File: src/rtl/spi_word_target_if.sv
// SPI bus between the M0 master and a word target.
// The target takes the slave modport; a master or bench takes the master modport.
interface spi_word_target_if;
    logic spi_cs_n;
    logic spi_clk;
    logic spi_mosi;
    logic spi_miso;

    modport master (output spi_cs_n, output spi_clk, output spi_mosi, input spi_miso);
    modport slave  (input spi_cs_n, input spi_clk, input spi_mosi, output spi_miso);
endinterface

File: src/rtl/spi_word_target.sv
// SPI memory target for 40-bit word frames: 8-bit command, then 16-bit address and
// 16-bit data, both LSB-first. The internal word array also has a backdoor preload port.
//
// state   | meaning
// --------+--------------------------------------------------------
// IDLE    | CS high, or first cycle after CS falls
// CMD     | shifting the command byte in, MSB-first (rises 1-8)
// ADDR_RD | shifting the read address in, LSB-first (rises 9-24)
// ADDR_WR | shifting the write address in, LSB-first (rises 9-24)
// DATA_RD | shifting the read word out on MISO at each SPI clock fall
// DATA_WR | shifting the write word in (rises 25-40), committed at rise 40
// DEAD    | unknown command; all edges ignored until CS is released
module spi_word_target #(
    parameter int AW        = 8,
    parameter bit READ_ONLY = 1'b0
) (
    input  logic                clk,
    input  logic                rst,
    spi_word_target_if.slave    spi,
    input  logic                load_en,
    input  logic [AW-1:0]       load_addr,
    input  logic [15:0]         load_data,
    output logic                busy,
    output logic                cmd_err
);

    typedef enum logic [2:0] {
        IDLE, CMD, ADDR_RD, ADDR_WR, DATA_RD, DATA_WR, DEAD
    } state_t;

    state_t        state;
    logic          sclk_prev;
    logic [5:0]    bit_cnt;
    logic [6:0]    cmd;
    logic [AW-1:0] addr;
    logic [14:0]   wbuf;
    logic [15:0]   shreg;
    logic [15:0]   mem [0:(1<<AW)-1];

    logic          rise;
    logic          fall;
    logic          commit;
    logic [7:0]    cmd_next;
    logic [5:0]    addr_pos;
    logic [AW-1:0] addr_next;
    logic [15:0]   wdata_next;

    assign rise       = spi.spi_clk & ~sclk_prev;
    assign fall       = ~spi.spi_clk & sclk_prev;
    assign cmd_next   = {cmd, spi.spi_mosi};
    assign wdata_next = {spi.spi_mosi, wbuf};

    // Address bits at or above AW shift out to zero, which gives the aliasing for free.
    assign addr_pos   = bit_cnt - 6'd8;
    assign addr_next  = addr | (AW'(spi.spi_mosi) << addr_pos);

    assign commit = ~rst & ~spi.spi_cs_n & rise & (state == DATA_WR)
                  & (bit_cnt == 6'd39) & ~READ_ONLY;

    assign busy = ~spi.spi_cs_n & (bit_cnt != 6'd0);

    // An SPI commit takes the write port over a coincident backdoor load.
    always_ff @(posedge clk) begin
        if (commit)
            mem[addr] <= wdata_next;
        else if (load_en)
            mem[load_addr] <= load_data;
    end

    always_ff @(posedge clk) begin
        if (rst) begin
            state        <= IDLE;
            bit_cnt      <= 6'd0;
            sclk_prev    <= 1'b0;
            cmd_err      <= 1'b0;
            spi.spi_miso <= 1'b0;
        end else begin
            sclk_prev <= spi.spi_clk;
            cmd_err   <= 1'b0;
            if (spi.spi_cs_n) begin
                state        <= IDLE;
                bit_cnt      <= 6'd0;
                spi.spi_miso <= 1'b0;
            end else begin
                if (rise && bit_cnt != 6'd40)
                    bit_cnt <= bit_cnt + 6'd1;
                case (state)
                    IDLE, CMD: begin
                        state        <= CMD;
                        spi.spi_miso <= 1'b0;
                        if (rise) begin
                            cmd <= cmd_next[6:0];
                            if (bit_cnt == 6'd7) begin
                                addr <= '0;
                                if (cmd_next == 8'h03)
                                    state <= ADDR_RD;
                                else if (cmd_next == 8'h02)
                                    state <= ADDR_WR;
                                else begin
                                    state   <= DEAD;
                                    cmd_err <= 1'b1;
                                end
                            end
                        end
                    end
                    ADDR_RD, ADDR_WR: begin
                        spi.spi_miso <= 1'b0;
                        if (rise) begin
                            addr <= addr_next;
                            if (bit_cnt == 6'd23) begin
                                if (state == ADDR_RD) begin
                                    shreg <= mem[addr_next];
                                    state <= DATA_RD;
                                end else begin
                                    state <= DATA_WR;
                                end
                            end
                        end
                    end
                    DATA_RD: begin
                        // Zero fill makes MISO idle low once all 16 bits are out.
                        if (fall) begin
                            spi.spi_miso <= shreg[0];
                            shreg        <= {1'b0, shreg[15:1]};
                        end
                    end
                    DATA_WR: begin
                        spi.spi_miso <= 1'b0;
                        if (rise)
                            wbuf <= wdata_next[15:1];
                    end
                    default: begin
                        spi.spi_miso <= 1'b0;
                    end
                endcase
            end
        end
    end

endmodule

File: src/flat_wrapper.sv
// flat-port wrapper written by rule: the top's interface ports become plain ports
module spi_word_target_flat 
#(
    parameter int AW        = 8,
    parameter bit READ_ONLY = 1'b0
)
  (clk, rst, load_en, load_addr, load_data, busy, cmd_err, spi_spi_cs_n, spi_spi_clk, spi_spi_mosi, spi_spi_miso);
  spi_word_target_if spi_i ();
  input  logic clk;
  input  logic rst;
  input  logic load_en;
  input  logic [AW-1:0] load_addr;
  input  logic [15:0] load_data;
  output logic busy;
  output logic cmd_err;
  input wire logic [$bits(spi_i.spi_cs_n)-1:0] spi_spi_cs_n;
  input wire logic [$bits(spi_i.spi_clk)-1:0] spi_spi_clk;
  input wire logic [$bits(spi_i.spi_mosi)-1:0] spi_spi_mosi;
  output wire logic [$bits(spi_i.spi_miso)-1:0] spi_spi_miso;
  assign spi_i.spi_cs_n = spi_spi_cs_n;
  assign spi_i.spi_clk = spi_spi_clk;
  assign spi_i.spi_mosi = spi_spi_mosi;
  assign spi_spi_miso = spi_i.spi_miso;
  spi_word_target #(.AW(AW), .READ_ONLY(READ_ONLY)) u_core (.clk(clk), .rst(rst), .spi(spi_i), .load_en(load_en), .load_addr(load_addr), .load_data(load_data), .busy(busy), .cmd_err(cmd_err));
endmodule
File: config.mk
export PLATFORM = sky130hd
export DESIGN_NAME = spi_word_target_flat
export DESIGN_NICKNAME = d
export VERILOG_FILES = /design/src/rtl/spi_word_target_if.sv /design/src/rtl/spi_word_target.sv /design/src/flat_wrapper.sv
export SDC_FILE = /design/constraint.sdc
export NUM_CORES = 2
export LEC_CHECK = 0
export CELL_PAD_IN_SITES_DETAIL_PLACEMENT = 1
export CELL_PAD_IN_SITES_GLOBAL_PLACEMENT = 2
export CORE_MARGIN = 1
export CORE_UTILIZATION = 51
export DETAILED_ROUTE_END_ITERATION = 6
export DONT_BUFFER_PORTS = 1
export MAX_ROUTING_LAYER = met4
export PLACE_DENSITY = 0.82
export SLEW_MARGIN = 40
export SYNTH_ARGS = -nofsm -noshare
export SYNTH_HDL_FRONTEND = slang
export SYNTH_SLANG_ARGS = --single-unit
File: constraint.sdc
create_clock -name clk -period 12.6 [get_ports clk]
set_clock_uncertainty 0.2 [all_clocks]
set_input_delay 1.26 -clock clk [delete_from_list [all_inputs] [get_ports clk]]
set_output_delay 1.26 -clock clk [all_outputs]
set_load 0.05 [all_outputs]
==> metrics.cfg <==
[grt]
grtUsageMet1=0.4699
grt_pass1_vias=107200
grt_max_degree=178
grt-ovfl-total=0
grtUsageMet3=0.08258
antenna_found_initial=43
track_usage=0.3708
grt_pass1_wl_mm=821.4
met2_usage=0.5547
grt-busiest-layer=met2

[routing]
via_per_inst=6.729
firstDrtPassIters=7
postRouteAntennaNets=0
routedWlPerCell_um=37.33
drt-initial-drc-count=15980
num_vias=106700
drt_drc_violations_left=5
wirelength_mm=591.9

[worst_setup_path]
crit_fanout=82
crit_type=register to register
cp.arrival_ns=7.56
critPathCaptureType=register
startpoint_type=register
worstPathRequired_ns=13.26

[timing]
tightest_slew_ns=1.063
setup_viol=0
clock.fmax_ghz=0.1451
fin_setup_tns_ns=0
final_max_slew_viol_count=0
slew_headroom=0.2916
finalCritPeriodShare=0.5470
final_hold_viol_count=0
rsz0062_at_grt=false
period_needed_ns=6.893
whs_ns=0.1147

[logic_synthesis]
synth_warnings=0
syn_nets=11040
netlist_area_mm2=0.1647
synth_cells=11000
synth_edf_count=4142
ys_seq_area_frac=0.7567
ys_seq_elements=4154
synth_cell_types=96
async_flop_share=0
postSynthAreaPerCell_um2=14.97
synthFlopType=edfxtp_1

[clock_network]
cts_tree=yes
cts-resized-gates=0
clock_sinks=4154
cts_max_path_buffers=4
cts_hold_buf=0
worstSkewPairLatency_ns=1.01
cts_setup_buffers=0
clk_pin_slew_worst_paths_ns=0.06
cts_root_buffer=clkbuf_16
numCtsBuffers=424
h-tree-depth=5

[cells_and_area]
area_delta_synth_final_pct=12.41
layout.nets=11200
layout-drive-gt1-share=0.1296

[die]
core_area_mm2=0.3211
dieWidth_um=570.2
dieArea_mm2=0.3252
rows=208
start_util=0.5128
die_h_um=570.2
io_pins=33

[power_and_ir_drop]
vdd_drop_max_v=0.0001316
powerDensity_mw_per_mm2=151.2
leakage_nw=63.76

[status]
failed_checks=design-rule violations
status=finished, violations left

[placement]
hpwl_mm=346.5
place.gp.congestion=0.9433
io_buffers=0

[min_path]
hp-class=input pin to register

[run]
drv_cap=0

==> registers in the layout, summed over array words and instances (netlist names) <==
register	cells
u_core.state	3
u_core.mem	4096
u_core.cmd_err	1
u_core.cmd	7
u_core.addr	8
u_core.bit_cnt	6
u_core.shreg	16
u_core.sclk_prev	1
u_core.spi.spi_miso	1
u_core.wbuf	15
==> routing by layer <==
metal	share of wire	vias to the layer above
met2	0.46	6799
met5	0	-
met3	0.11	1541
met1	0.36	55830
met4	0.066	0
li1	-	42520
==> through the flow <==
stage / std cells / setup WS (ns) / cell area, µm² / power [mW] / utilization
2_1_floorplan: 11000 / 6.916 / 164700 / 15.67 / -
3_3_place_gp: 15020 / 5.197 / 170500 / 15.83 / 0.5309
3_5_place_dp: 15040 / 5.683 / 171300 / 15.86 / 0.5335
4_1_cts: 15810 / 5.865 / 184700 / 28.00 / 0.5751
5_1_grt: 15840 / 5.837 / 185100 / 28.44 / 0.5763
6_report: 15860 / 5.707 / 185100 / 27.98 / 0.5764
==> cells in the final DEF (no fill, tap or decap), types with 138 or more instances in the layout <==
master,synthesis,routed
mux2i_1,494,494
buf_4,89,404
nand3_1,970,969
a31oi_1,260,254
clkbuf_16,0,433
o221ai_1,142,138
nand2_1,2432,2406
mux4_2,174,174
edfxtp_1,4142,4142
nor2_1,315,206
a21oi_1,224,218
==> logic make-up (layout without fill, tap and decap cells) <==
kind of cell,count (synthesis),in the layout,share of synthesized area
other,0,41,0
AOI/OAI and AO/OA,1381,1381,0.05868
xor gates and xnor gates,7,7,0.0004636
DFF,4154,4154,0.7567
buffers and inverters,757,1262,0.02488
and+or+nand+nor,3999,3999,0.1028
muxes,702,702,0.05617
adders and majority gates,4,4,0.0003039
==> critical path, cell delays in order (launching register included) <==
cell       delay [ns]
dfxtp_1          0.54
inv_1            0.09
ha_1             0.31
xnor2_4          0.16
buf_4            0.33
a31oi_4          0.53
buf_12           0.43
buf_4            0.64
mux2i_1          0.22
o221ai_2         0.51
a31oi_1          0.20
a2111oi_1        0.95
o2111ai_1        0.29
o31ai_2          0.82
o2111a_1         0.31
==> layout make-up <==
type,count,area (µm²)
Fill cell,29800,136000
Sequential cell,4154,124600
Multi-Input combinational cell,6093,37370
Clock buffer,528,11210
Tap cell,4305,5386
Timing Repair Buffer,471,4190
Clock inverter,239,2141
Antenna cell,41,102.6
Inverter,24,90.09
==> cells in the mapped netlist (76+ instances only) <==
cell / number / area [µm²]
a31oi_1: 260 / 1627
mux2i_1: 494 / 4945
nand3_1: 970 / 4855
nor2_1: 315 / 1182
a32oi_1: 78 / 683.2
a41oi_1: 93 / 814.5
edfxtp_1: 4142 / 124400
clkbuf_1: 261 / 979.7
buf_2: 284 / 1421
o21ai_0: 168 / 840.8
o221ai_1: 142 / 1244
nand2_1: 2432 / 9129
o22ai_1: 76 / 475.5
a21oi_1: 224 / 1121
mux4_2: 174 / 3919
buf_4: 89 / 668.1
==> power breakdown <==
part	switching [mW]	internal (mW)	leakage [nW]	total, mW
sequential	0.00500	15.2	37.3	15.2
clock	5.40	7.00	6.51	12.4
combinational	0.326	0.0398	19.9	0.365
==> worst paths after layout <==
| check | slack [ns] | startpoint | endpoint | cells after the start |
|---|---|---|---|---|
| setup / recovery | 5.71 | u_core.bit_cnt[3]$_SDFFE_PN0P_ | u_core.shreg[12]$_DFFE_PP_ | 14 |
| hold / removal | 0.11 | rst | u_core.sclk_prev$_SDFF_PP0_ | 1 |
| setup reg to reg | 5.71 | u_core.bit_cnt[3]$_SDFFE_PN0P_ | u_core.shreg[12]$_DFFE_PP_ | 14 |
| hold reg to reg | 0.25 | u_core.cmd[3]$_DFFE_PP_ | u_core.cmd[4]$_DFFE_PP_ | 0 |
(Power assumes the default switching activity.)
